==> src/rtl/sync_mem_pkg.sv <==
// Shared types and helpers for the self-clearing synchronous memory.
// The parity option is enabled with the SYNC_MEM_PARITY_EN macro.
package sync_mem_pkg;

  typedef enum logic {CLEAR = 1'b0, IDLE = 1'b1} mem_state_t;

  localparam int PARITY_MAX_W = 32;

  // Even parity of a word, zero-extended to PARITY_MAX_W bits by the caller.
  function automatic logic even_parity(input logic [PARITY_MAX_W-1:0] data);
    return ^data;
  endfunction

endpackage

==> src/rtl/sync_mem_array.sv <==
// Bare word storage: one write port and one registered read port.
// With SYNC_MEM_PARITY_EN the MSB of each word is its parity bit.
module sync_mem_array
  import sync_mem_pkg::*;
#(
  parameter int ADDR_W = 4,
  parameter int WORD_W = 4
) (
  input  logic              clk,
  input  logic              rst,
  input  logic              i_we,
  input  logic [ADDR_W-1:0] i_waddr,
  input  logic [WORD_W-1:0] i_wdata,
  input  logic              i_re,
  input  logic [ADDR_W-1:0] i_raddr,
  output logic [WORD_W-1:0] o_rdata
);

  localparam int DEPTH = 2 ** ADDR_W;

  logic [WORD_W-1:0] r_mem [DEPTH];
  logic [WORD_W-1:0] r_rdata;
  logic [WORD_W-1:0] w_rd_mask;

`ifdef SYNC_MEM_PARITY_EN
  // Fault hook: forcing a bit here inverts the stored parity of that word.
  logic [DEPTH-1:0] w_par_inv;
  assign w_par_inv = '0;
  assign w_rd_mask = {w_par_inv[i_raddr], {(WORD_W-1){1'b0}}};
`else
  assign w_rd_mask = '0;
`endif

  always_ff @(posedge clk) begin
    if (i_we) begin
      r_mem[i_waddr] <= i_wdata;
    end
  end

  always_ff @(posedge clk) begin
    if (rst) begin
      r_rdata <= '0;
    end else if (i_re) begin
      r_rdata <= r_mem[i_raddr] ^ w_rd_mask;
    end
  end

  assign o_rdata = r_rdata;

endmodule

==> src/rtl/sync_mem_ctrl.sv <==
// Self-clearing synchronous single-port RAM: clear FSM, access qualification,
// rvalid/perr generation. Parity storage/checking via SYNC_MEM_PARITY_EN.
module sync_mem_ctrl
  import sync_mem_pkg::*;
#(
  parameter int ADDR_W = 4,
  parameter int DATA_W = 4
) (
  input  logic              clk,
  input  logic              rst,
  input  logic              cs_n,
  input  logic              we_n,
  input  logic [ADDR_W-1:0] addr,
  input  logic [DATA_W-1:0] wdata,
  input  logic              clr,
  output logic [DATA_W-1:0] rdata,
  output logic              rvalid,
  output logic              busy,
  output logic              perr
);

`ifdef SYNC_MEM_PARITY_EN
  localparam int MEM_W = DATA_W + 1;
`else
  localparam int MEM_W = DATA_W;
`endif

  // Valid/ready contract: there is no back-pressure. An access is accepted
  // only in IDLE with cs_n=0, clr=0, rst=0; a read returns rdata with a
  // one-cycle rvalid exactly one cycle later. Everything else is dropped.
  mem_state_t        r_state;
  mem_state_t        w_state_nxt;
  logic [ADDR_W-1:0] r_cnt;
  logic [ADDR_W-1:0] w_cnt_nxt;
  logic              r_rvalid;
  logic              w_busy;
  logic              w_acc;
  logic              w_wr;
  logic              w_rd;
  logic              w_mem_we;
  logic [ADDR_W-1:0] w_mem_waddr;
  logic [MEM_W-1:0]  w_wr_word;
  logic [MEM_W-1:0]  w_rd_word;

  assign w_busy = (r_state == CLEAR);
  assign w_acc  = !w_busy && !cs_n && !clr && !rst;
  assign w_wr   = w_acc && !we_n;
  assign w_rd   = w_acc && we_n;

  // Clearing owns the write port; nothing is written on a reset cycle.
  assign w_mem_we    = (w_busy && !rst) || w_wr;
  assign w_mem_waddr = w_busy ? r_cnt : addr;

`ifdef SYNC_MEM_PARITY_EN
  assign w_wr_word = w_busy ? '0 : {even_parity(PARITY_MAX_W'(wdata)), wdata};
  assign perr      = r_rvalid &&
                     (even_parity(PARITY_MAX_W'(w_rd_word[DATA_W-1:0])) != w_rd_word[DATA_W]);
`else
  assign w_wr_word = w_busy ? '0 : wdata;
  assign perr      = 1'b0;
`endif

  always_comb begin
    w_state_nxt = r_state;
    w_cnt_nxt   = r_cnt;
    unique case (r_state)
      CLEAR: begin
        if (clr) begin
          w_cnt_nxt = '0;
        end else if (r_cnt == {ADDR_W{1'b1}}) begin
          w_state_nxt = IDLE;
          w_cnt_nxt   = '0;
        end else begin
          w_cnt_nxt = r_cnt + 1'b1;
        end
      end
      IDLE: begin
        if (clr) begin
          w_state_nxt = CLEAR;
          w_cnt_nxt   = '0;
        end
      end
      default: begin
        w_state_nxt = CLEAR;
        w_cnt_nxt   = '0;
      end
    endcase
  end

  always_ff @(posedge clk) begin
    if (rst) begin
      r_state  <= CLEAR;
      r_cnt    <= '0;
      r_rvalid <= 1'b0;
    end else begin
      r_state  <= w_state_nxt;
      r_cnt    <= w_cnt_nxt;
      r_rvalid <= w_rd;
    end
  end

  sync_mem_array #(
    .ADDR_W (ADDR_W),
    .WORD_W (MEM_W)
  ) u_array (
    .clk     (clk),
    .rst     (rst),
    .i_we    (w_mem_we),
    .i_waddr (w_mem_waddr),
    .i_wdata (w_wr_word),
    .i_re    (w_rd),
    .i_raddr (addr),
    .o_rdata (w_rd_word)
  );

  assign rdata  = w_rd_word[DATA_W-1:0];
  assign rvalid = r_rvalid;
  assign busy   = w_busy;

endmodule
==> config.mk <==
export PLATFORM = sky130hd
export DESIGN_NAME = sync_mem_ctrl
export DESIGN_NICKNAME = d
export VERILOG_FILES = /design/src/rtl/sync_mem_pkg.sv /design/src/rtl/sync_mem_array.sv /design/src/rtl/sync_mem_ctrl.sv
export SDC_FILE = /design/constraint.sdc
export NUM_CORES = 1
export LEC_CHECK = 0
export CORE_UTILIZATION = 40
export DETAILED_ROUTE_END_ITERATION = 7
export HOLD_SLACK_MARGIN = 0.15
export PLACE_DENSITY_LB_ADDON = 0.15
export SLEW_MARGIN = 20
export SYNTH_ARGS = -nofsm -noshare
export SYNTH_HDL_FRONTEND = slang
export SYNTH_HIERARCHICAL = 1
export SYNTH_SLANG_ARGS = --single-unit
==> constraint.sdc <==
create_clock -name clk -period 2.9 [get_ports clk]
set_input_delay 0.58 -clock clk [delete_from_list [all_inputs] [get_ports clk]]
set_output_delay 0.58 -clock clk [all_outputs]
set_load 0.02 [all_outputs]
==> results.yml <==
logic_synthesis:
  syn-num-nets: 234
  synth.area.top_cells: "edfxtp_1 62%, mux2i_1 11%, dfxtp_1 6.4%, nand2_1 2.5%, nor2_1 2.2%"
  yosys_warnings: 6
  syn-cell-area_mm2: 0.00311
  compound_gate_fraction_of_synth_area_pct: 3.42
  parity_gate_share_of_the_synthesized_area_counting_xor_and_xnor_cells_pct: 0.282
  ys_seq_elements: 74
  yosys.area_share.adder_pct: 0.403
  synth.lib_cells_used.distinct: 33
  syn_area_per_cell_um2: 14.1
  multiplexer_share_of_the_synthesized_area_pct: 12.0
  synth_top_family_by_area: "simple AND/OR/NAND/NOR gates"
  seq_area_frac_synth_pct: 68.3
  syn_inst: 220
  post_synth_and_or_nand_nor_area_fraction_pct: 12.3
  synthDominantCellAreaShare_pct: 61.9
  synth_area_leader_cell: "edfxtp_1"
global_route:
  grt_antenna_before_repair: 0
  grt_first_pass_wirelength_mm: 9.73
  grt_start_max_net_pins: 24
  grt_usage_pct: 16.7
  grt-ovfl-total: 0
  number_of_global_route_vias_before_repair: 1866
timing:
  timing.final.hold_violations: 0
  fin_crit_ns: 2.38
  unrepaired_setup_endpoints_after_global_routing: "no"
  setup_clock_skew_after_layout_ns: 0.0108
  setup_total_negative_slack_ns: 0
  maxSlewHeadroom_pct: 52.2
  drv_slew: 0
  report.final.setup_viol: 0
  min_period_over_period_pct: 82.2
  fmax_ghz: 0.419
  timing_worst_slew_pin_value_ns: 0.717
worst_setup_path:
  r2r_start: "r_state$_SDFF_PP0_"
  timing.reg2reg.worst_path_depth: 3
  reg2reg_to: "u_array/r_mem[2][3]$_DFFE_PP_"
  crit_path_end_kind: "flip-flop"
  crit_start: "cs_n"
  critPathMaxFanout: 4
  worst_path_largest_cell_delay_ns: 0.52
  crit_buf_inv: 1
  endpoint: "u_array/r_mem[2][3]$_DFFE_PP_"
  setup.reg_to_reg.worst_slack_ns: 0.67
  slowest_stage: "or3b_2"
  worstPathRequired_ns: 2.91
  worst_ep_arrival_time_ns: 2.40
  critical_path.top_delay_family: "simple AND/OR/NAND/NOR gates"
  crit_cells: 5
  startpoint_type: "primary input"
  critical_path_class: "in -> reg"
  path_cells: "clkdlybuf4s50_1, or3_1, a21oi_1, or3b_2, nor2_1"
detailed_routing:
  num_vias: 1787
  drtAntennaViolNets: 0
  detail_route.drc_violations: 0
  wirelength_mm: 6.23
  firstDrtPassIters: 4
  avgViaCountPerCell: 5.11
  routed_wire_length_per_instance_um: 17.8
  number_of_violations_reported_at_the_end_of_detailed_routing_iteration_0: 77
clock_tree:
  clock_path_buffers: 2
  cts_tree: "done"
  clock_sinks: 74
  cts.repair.resized: 0
  clock_buffer_count_from_cts: 9
  cts_root_buffer: "clkbuf_8"
  insertion_delay_ns: 0.34
  setup_bufs_post_cts: 0
  holdBufCountCts: 0
  cts_max_level: 3
  clkSlewWorstSetupHoldPaths_ns: 0.07
die:
  floorplan.rows: 31
  fp.dieW_um: 90.1
  core_area_mm2: 0.00737
  ioPinCount: 20
  floorplan.die.height_um: 90.1
  floorplan.initialDensity_pct: 42.2
  total_die_area_mm2: 0.00812
layout:
  area_added_between_synthesis_and_finish_pct: 15.3
  antenna_cells: 0
  final_nets: 260
  final_common_cell: "edfxtp_1"
  most_frequent_cells_in_the_layout: "64 x edfxtp_1, 34 x mux2i_1, 21 x nand2_1, 18 x nor2_1, 17 x clkdlybuf4s50_1"
  fraction_of_final_layout_cells_with_drive_strength_greater_than_1_pct: 11.2
pwr:
  power.density_mw_per_mm2: 581
  finalPower_mw: 2.08
  total_leakage_power_nw: 1.35
  max-vdd-ir-drop_uv: 329
outcome:
  status: "completed"
min_path:
  timing.hold.worst.class: "reg -> reg"
  worstHoldStart: "u_array/o_rdata[3]$_SDFFE_PP0P_"
placement:
  numPortBuffers: 18
  hpwl_mm: 4.27
  place.gp.congestion: 0.750
flow_run:
  timing.max_cap.violations: 0
registers in the layout, summed over array words and instances (netlist names):
name,flops
u_array/o_rdata,4
r_cnt,4
u_array/r_mem,64
r_state,1
rvalid,1
final cells by class:
type	count	area, um2
fill	660	3790
timing repair buffer	26	235
tap	99	124
multi-input combinational	134	888
sequential	74	2120
clock inverter	6	81.3
clock buffer	10	128
inverter	1	3.75
worst min path at each step:
stage	end	slack, ns	cells past startpoint
floorplan	r_cnt[3]$_SDFFE_PP0P_	0.47	2
CTS	u_array/o_rdata[3]$_SDFFE_PP0P_	0.47	2
finish	u_array/o_rdata[3]$_SDFFE_PP0P_	0.47	2
global placement	u_array/o_rdata[3]$_SDFFE_PP0P_	0.46	2
global route	u_array/o_rdata[0]$_SDFFE_PP0P_	0.51	2
detailed placement	u_array/o_rdata[3]$_SDFFE_PP0P_	0.45	2
per-layer routing:
layer	wire length (um)	track usage, %	vias up
li1	-	-	871
met1	2890	20.6	861
met2	2980	27.4	49
met3	307	4.48	6
met4	59	7.66	0
met5	0	0	-
through the flow:
stage | setup slack (ns) | cell area (um2) | utilization [%] | cells | hold slack, ns
6_report | 0.515 | 3580 | 48.6 | 350 | 0.468
5_1_grt | 0.394 | 3580 | 48.6 | 350 | 0.508
4_1_cts | 0.539 | 3580 | 48.6 | 350 | 0.469
3_5_place_dp | 0.175 | 3370 | 45.8 | 334 | 0.453
3_3_place_gp | 0.216 | 3370 | 45.8 | 334 | 0.458
2_1_floorplan | 0.524 | 3110 | - | 220 | 0.469
cells in the mapped netlist:
master    number
a22oi_1        8
buf_6          4
and3b_1        1
buf_4          1
nor3_1         6
buf_12         1
nand2b_1       2
and2_1         5
buf_2          1
inv_1          1
edfxtp_1      64
nand3_1        9
buf_1          1
nand4_1        4
nand2b_4       1
nand3b_1       2
a21oi_1        7
ha_1           1
nor2_1        18
a31oi_1        1
or2_2          1
nand2_1       21
mux2i_1       34
or3b_2         1
clkbuf_1       3
dfxtp_1       10
or3b_1         1
or3_1          2
xnor2_1        1
conb_1         1
o21ai_0        1
mux2_2         3
nor2b_1        3
cells by family (layout without fill, tap and decap cells):
| kind of cell | after synthesis | in the layout |
|---|---|---|
| other | 1 | 1 |
| buffers and inverters | 12 | 43 |
| adders and majority gates | 1 | 1 |
| muxes | 37 | 37 |
| xor gates and xnor gates | 1 | 1 |
| DFF | 74 | 74 |
| AOI/OAI and AO/OA | 17 | 17 |
| and+or+nand+nor | 77 | 77 |
power breakdown:
group / internal, mW / switching (mW) / leakage, nW
sequential: 1.15 / 0.00319 / 0.760
clock: 0.480 / 0.361 / 0.106
combinational: 0.0415 / 0.0492 / 0.484
total: 1.67 / 0.414 / 1.35
worst min-delay path, stage by stage, from the launching register on:
cell,delay [ns]
dfxtp_1,0.33
nand2_1,0.05
nand3_1,0.05
(Power assumes the default switching activity.)
